`config.mk`:
```
export PLATFORM = sky130hd
export DESIGN_NAME = led_pulse_stretcher
export DESIGN_NICKNAME = d
export VERILOG_FILES = /design/src/rtl/led_pulse_stretcher.sv
export SDC_FILE = /design/constraint.sdc
export NUM_CORES = 1
export LEC_CHECK = 0
export CAP_MARGIN = 20
export CORE_ASPECT_RATIO = 0.75
export CORE_UTILIZATION = 55
export CTS_BUF_LIST = sky130_fd_sc_hd__clkbuf_16
export DETAILED_ROUTE_END_ITERATION = 10
export PLACE_DENSITY = 0.74
export RECOVER_POWER = 100
export SLEW_MARGIN = 0
export SYNTH_ARGS = -nofsm -noshare
export SYNTH_HDL_FRONTEND = slang
export SYNTH_SLANG_ARGS = --single-unit
```
`constraint.sdc`:
```
create_clock -name i_Clk -period 2.25 [get_ports i_Clk]
set_input_delay 0.225 -clock i_Clk [delete_from_list [all_inputs] [get_ports i_Clk]]
set_output_delay 0.225 -clock i_Clk [all_outputs]
set_load 0.1 [all_outputs]
```
`src/rtl/led_pulse_stretcher.sv`:
```
// Four independent LED pulse stretchers: each trigger produces 1-4 blinks of
// ON_CYCLES on / OFF_CYCLES off, with retrigger restarting the sequence.
module led_pulse_stretcher #(
   parameter int CNT_W      = 22,
   parameter int ON_CYCLES  = 2500000,
   parameter int OFF_CYCLES = 2500000
) (
   input  logic       i_Clk,
   input  logic       i_Rst_L,
   input  logic [3:0] i_Event,
   input  logic [1:0] i_Blinks,
   output logic [3:0] o_LED,
   output logic [3:0] o_Busy
);

   localparam logic [CNT_W-1:0] ON_LAST  = CNT_W'(ON_CYCLES - 1);
   localparam logic [CNT_W-1:0] OFF_LAST = CNT_W'(OFF_CYCLES - 1);

   if (ON_CYCLES < 1 || OFF_CYCLES < 1 ||
       longint'(ON_CYCLES)  > (longint'(1) << CNT_W) ||
       longint'(OFF_CYCLES) > (longint'(1) << CNT_W)) begin : g_param_err
      $error("led_pulse_stretcher: ON_CYCLES/OFF_CYCLES must be in 1..2**CNT_W");
   end

   typedef enum logic [1:0] {
      S_IDLE = 2'd0,
      S_ON   = 2'd1,
      S_OFF  = 2'd2
   } state_t;

   for (genvar n = 0; n < 4; n++) begin : g_ch
      state_t           state_q, state_d;
      logic [CNT_W-1:0] cnt_q, cnt_d;
      logic [1:0]       rem_q, rem_d;
      logic             led_q, busy_q;

      // A trigger in any state wins over the period-end transition.
      always_comb begin
         state_d = state_q;
         cnt_d   = cnt_q;
         rem_d   = rem_q;
         if (i_Event[n]) begin
            state_d = S_ON;
            cnt_d   = '0;
            rem_d   = i_Blinks;
         end else begin
            case (state_q)
               S_ON: begin
                  if (cnt_q == ON_LAST) begin
                     cnt_d = '0;
                     if (rem_q == 2'd0) begin
                        state_d = S_IDLE;
                     end else begin
                        rem_d   = rem_q - 2'd1;
                        state_d = S_OFF;
                     end
                  end else begin
                     cnt_d = cnt_q + 1'b1;
                  end
               end
               S_OFF: begin
                  if (cnt_q == OFF_LAST) begin
                     cnt_d   = '0;
                     state_d = S_ON;
                  end else begin
                     cnt_d = cnt_q + 1'b1;
                  end
               end
               default: begin
                  state_d = S_IDLE;
               end
            endcase
         end
      end

      // Outputs are registered from the next state so they track state_q exactly.
      always_ff @(posedge i_Clk) begin
         if (!i_Rst_L) begin
            state_q <= S_IDLE;
            cnt_q   <= '0;
            rem_q   <= 2'd0;
            led_q   <= 1'b0;
            busy_q  <= 1'b0;
         end else begin
            state_q <= state_d;
            cnt_q   <= cnt_d;
            rem_q   <= rem_d;
            led_q   <= (state_d == S_ON);
            busy_q  <= (state_d != S_IDLE);
         end
      end

      assign o_LED[n]  = led_q;
      assign o_Busy[n] = busy_q;
   end

endmodule

```
* After elaboration in Yosys (flattened, before gate mapping)
Index checks and enable logic that the tools add are counted.
** Word-level totals
- Register bits :: 112
** Cells by class
- Reductions and logical operators :: 28
- Muxes and demuxes :: 40
- Add/subtract/negate cells :: 8
- Equality and inequality tests :: 20
- Bitwise operators :: 1
** Operator list (count)
- $add A22 B1 Y22 const B :: 4
- $eq A22 B22 Y1 const B :: 4
- $mux W22 :: 4
- $mux W2 :: 32
- $reduce_bool A2 Y1 :: 12
- $eq A2 B1 Y1 const B :: 8
- $pmux W2 S2 :: 4
- $reduce_or A2 Y1 :: 8
- $reduce_and A3 Y1 :: 4
- $eq A2 B2 Y1 const B :: 4
- $logic_not A2 Y1 :: 4
- $ne A2 B2 Y1 const B :: 4
- $sub A2 B1 Y2 const B :: 4
- $not A1 Y1 :: 1

* Longest topological paths before layout
Gate-level depths: netlist of the first run.
- Word-level depth :: 6
- Mapped depth :: 9
- Mapped depth without buffers :: 8

* Worst setup path after synthesis of the first run
OpenSTA, ideal clock, no wires.
- Kind :: register to register
- Start :: register g_ch[1].state_q[0]
- End :: register g_ch[1].cnt_q[19]
- Arrival :: 2088 ps
- Stages on the path, launching flop included :: 9
- Data required time :: 2133 ps
- Setup slack :: 45 ps
- Path buffers :: 1
- Cell sequence :: dfxtp_1 inv_1 ha_1 clkbuf_1 nand4b_1 nor4_1 nand4_1 xor2_1 nor2_1
** Between the ends
- Cells in the longest elaborated chain, start to end :: 2
- Elaborated cells between the ends (all ways) :: 3
- Classes of those cells :: eq/ne (2); reduce/logical (1)
** Ends and longest elaborated chain
- start: declaration :: line 32 : state_t state_q, state_d;
- start signal: assignment :: line 85 : state_q <= state_d;
- $eq A2 B2 Y1 / $eq A2 B1 Y1 (equally long branches) :: line 47 : case (state_q)
- $reduce_or A2 Y1 (no line) *
- end signal: assignment :: line 86 : cnt_q <= cnt_d;
- end: declaration :: line 33 : logic [CNT_W-1:0] cnt_q, cnt_d;
Every way passes the cells marked *; elsewhere a longest branch is shown, timed or not.
A chain may end at the register's enable or synchronous reset.

* Final worst setup path of the first run
- Start :: register g_ch[0].cnt_q[14]
- End :: register g_ch[0].busy_q
** Between the ends
- Cells in the longest elaborated chain, start to end :: 5
- Elaborated cells between the ends (all ways) :: 6
- Classes of those cells :: eq/ne (1); mux (4); reduce/logical (1)
** Ends and longest elaborated chain
- start: declaration :: line 33
- start signal: assignment :: line 86
- $eq A22 B22 Y1 * :: line 49, 62
- $mux W2, on equally long branches :: line 62, 49
- $pmux W2 S2 * :: line 47
- $mux W2 * :: line 42 : if (i_Event[n]) begin
- $reduce_bool A2 Y1 * :: line 89 : busy_q <= (state_d != S_IDLE);
- end signal: assignment :: line 89
- end: declaration :: line 35 : logic led_q, busy_q;
Marked as above.

==> summary.txt, run 1 <==
status - finished clean
post-synthesis mux area share - 1.14%
clk_lat worst skew - 0.35 ns
EDFF count, synth - 0
Hold WC Path Type - flip-flop to flip-flop
grt total ovfl - 0
Initial DRC Count - 169
FP Rows - 30
Int Power - 3.28 mW
end point of the worst hold path - g_ch[0].rem_q[1]
Leak - 2.15 nW
CTS tree - built
via density per instance - 5.40
CP startpoint kind - flip-flop
Reg2Reg Depth - 5
Synth cell types - 55
DRC violation count after routing - 0
area leader, netlist - dfxtp_1
RSZ-0062 raised after global routing - yes
Pwr Density - 687 nW/µm²
flops & latches, synth - 112
Worst EP required - 2.47 ns
setup TNS - 0 ns
CP startpoint - g_ch[0].cnt_q[14]
utilization after layout - 65.8%
share of cells above drive strength 1 - 8.15%
post-synth top area share - 41.7%
endpoints failing hold - 0
number of CTS-inserted buffers - 9
Post-Synthesis Cells - 619
Max-slew headroom - 22.1%
vias in the first global route - 3873
skew final - 0.00503 ns
port bufs - 15
commonest non-fill, non-tap cell in the layout - dfxtp_1
r2r setup slk - 0.05 ns
hold path start - g_ch[0].rem_q[1]
commonest cells after routing, fill and taps aside - 112 x dfxtp_1, 111 x nor2_1, 51 x xor2_1
fillcell total - 797
Avg WL per Cell - 13.2 µm
Critical Path End Type - flip-flop
r2r endpoint - g_ch[0].busy_q
Clock transition at path regs - 0.07 ns
register area share after synthesis - 41.7%
clk sinks - 112
Worst-Margin Slew - 1.17 ns
Max H-tree Level - 3
total chip power - 4.19 mW
post-synthesis simple-gate area fraction - 28.8%
DR vias - 4205
I/O Pins - 16
overall global routing resource usage - 21.5%
kind of critical path - flip-flop to flip-flop
Post-Synth Adder-Cell Area - 3.72%
largest family of logic cells by synthesized area - simple AND/OR/NAND/NOR gates
net switching power - 0.910 mW
Synth Area in XOR/XNOR - 13.8%
Avg Cell Area, Syn - 8.69 µm²
die area - 10200 µm²
clock buffer depth - 2
Max Transition Viols Final - 0
Synthesized Nets - 643
design area - 6100 µm²
r2r startpoint - g_ch[0].cnt_q[14]
sequential share of power - 48.2%
Initial Utilization - 58.0%
multi-input logic area - 2880 µm²
Post-DRT Antenna Nets - 0
Crit-path slowest cell - or4_4
antenna violations before repair - 0
register area - 2240 µm²
CP Max Fanout - 3
GPL Wtd Cong - 0.828
Top FF cell, synth - dfxtp_1
nets - 669
Peak VDD IR - 0.000442 V
combinational power share - 5.8%
slowest cell delay on critical path - 0.55 ns
Synth warnings - 0
max capacitance violation total - 0
data arrival time at the worst-slack endpoint - 2.43 ns
largest cells by area after synthesis - dfxtp_1 42%, xor2_1 8.3%, nor2_1 7.7%
minimum clock period after layout - 2.20 ns
n_diodes - 0
DIE WIDTH - 116 µm
worst-path cell chain - or4b_1 > or4_4 > or2_4 > a311oi_4 > o31ai_1
Tcrit/Tclk final - 97.9%
Routed WL - 10300 µm
sw frac - 21.7%
Die Ht - 87.7 µm
DP Area - 5760 µm²
Root Buffer - clkbuf_16
first-pass GRT wire length - 17300 µm
Synth Area in Compound Gates - 5.74%
Post-CTS Setup Bufs - 0
mapped cell area - 5380 µm²
Area growth, synth to finish - 13.3%
DP HPWL - 7310 µm
Fmax - 0.454 GHz
Clk pwr share - 46.1%
Async SR Flop Fraction - 0%
largest net degree at the start of global routing - 26
DRT Pass-1 Iters - 4
CORE AREA - 9270 µm²
Setup-failing EPs final - 0
Cells on Worst Hold Path - 2
[cells by family (layout without fill, tap and decap cells)]
family | after synthesis | count (layout)
and+or+nand+nor | 298 | 298
DFF | 112 | 112
xor gates and xnor gates | 85 | 85
buffers and inverters | 64 | 95
AOI/OAI and AO/OA | 38 | 38
adders and majority gates | 16 | 16
muxes | 6 | 6
[flip-flops by register name, summed over array words and instances (netlist names)]
| register | cells |
|---|---|
| g_ch.cnt_q | 88 |
| g_ch.busy_q | 4 |
| g_ch.rem_q | 8 |
| g_ch.led_q | 4 |
| g_ch.state_q | 8 |
[routing by layer]
metal | share of wire (%) | routed length [µm] | GRT usage (%) | vias up
li1 | - | - | - | 2172
met1 | 51 | 5200 | 28.5 | 1960
met2 | 44 | 4570 | 34.0 | 65
met3 | 4.2 | 431 | 5.67 | 8
met4 | 0.78 | 80 | 6.99 | 0
met5 | 0 | 0 | 0 | -
[area by class of cell]
class / count / area share, %
inverters: 38 / 2.34
multi-input cells: 443 / 47.1
clock inverters: 7 / 2.36
clock buffers: 9 / 3.69
repair buffers: 41 / 5.09
flip-flops and latches: 112 / 36.8
well taps: 128 / 2.63
[through the flow]
step	hold WS (ns)	setup WS [ns]	instances
2_1_floorplan	0.351	0.0450	619
4_1_cts	0.509	0.0347	778
5_1_grt	0.524	-0.0339	778
6_report	0.504	0.0461	778
3_5_place_dp	0.498	0.0485	762
3_3_place_gp	0.480	0.0517	762
[critical path: cells and delay by family, from the launching register on]
family	cells	cell delay, ns
simple gates	3	1.33
flops	1	0.33
compound gates	2	0.42
[repair_timing]
| item | 4_1_cts | 5_1_grt |
|---|---|---|
| hold buffers | 0 | 0 |
| gates resized for setup | 0 | 2 |
| endpoints found under the setup margin | 0 | 3 |
[synth_stat cells (3+ instances only)]
library cell,number
and3_1,13
and4_1,7
buf_2,4
buf_4,8
clkbuf_1,14
dfxtp_1,112
ha_1,16
inv_1,37
mux2i_1,5
nand2_1,40
nand3_1,34
nand4_1,21
nor2_1,111
nor2b_1,5
nor3_1,14
nor4_1,14
nor4b_1,8
nor4bb_1,5
o2111ai_1,3
o211ai_1,5
o21ai_0,5
o311ai_0,3
or3_1,3
or4_1,4
xnor2_1,34
xor2_1,51
[how the worst max path moves through the flow]
stage                        endpoint  slack [ns]  cells after the start
floorplan           g_ch[1].cnt_q[19]        0.04                      8
global placement        g_ch[0].led_q        0.05                      6
detailed placement      g_ch[0].led_q        0.05                      6
CTS                    g_ch[0].busy_q        0.03                      5
global route           g_ch[0].busy_q       -0.03                      6
finish                 g_ch[0].busy_q        0.05                      5
[power by group through the flow]
stage                     clock (mW)  combinational (mW)  sequential [mW]
after global routing            2.04               0.262             2.02
after global placement             0               0.243             2.06
final                           1.93               0.242             2.02
after detailed placement           0               0.248             2.06
after CTS                       1.98               0.249             2.02
after floorplan                    0               0.185             2.06
Note: power is estimated with default switching activity, not from simulation.
==> run 2, diff against run 1 <==
--- a/config.mk
+++ b/config.mk
@@ -5,7 +5,6 @@
 export SDC_FILE = /design/constraint.sdc
 export NUM_CORES = 1
 export LEC_CHECK = 0
-export CAP_MARGIN = 20
 export CORE_ASPECT_RATIO = 0.75
 export CORE_UTILIZATION = 55
 export CTS_BUF_LIST = sky130_fd_sc_hd__clkbuf_16
==> results of run 2 <==
No change in the layout: final DEF, timing and power equal those of run 1.
==> run 3, diff against run 2 <==
--- a/config.mk
+++ b/config.mk
@@ -5,6 +5,7 @@
 export SDC_FILE = /design/constraint.sdc
 export NUM_CORES = 1
 export LEC_CHECK = 0
+export CAP_MARGIN = 25
 export CORE_ASPECT_RATIO = 0.75
 export CORE_UTILIZATION = 55
 export CTS_BUF_LIST = sky130_fd_sc_hd__clkbuf_16
==> results of run 3 <==
No change in the layout: final DEF, timing and power equal those of run 1.
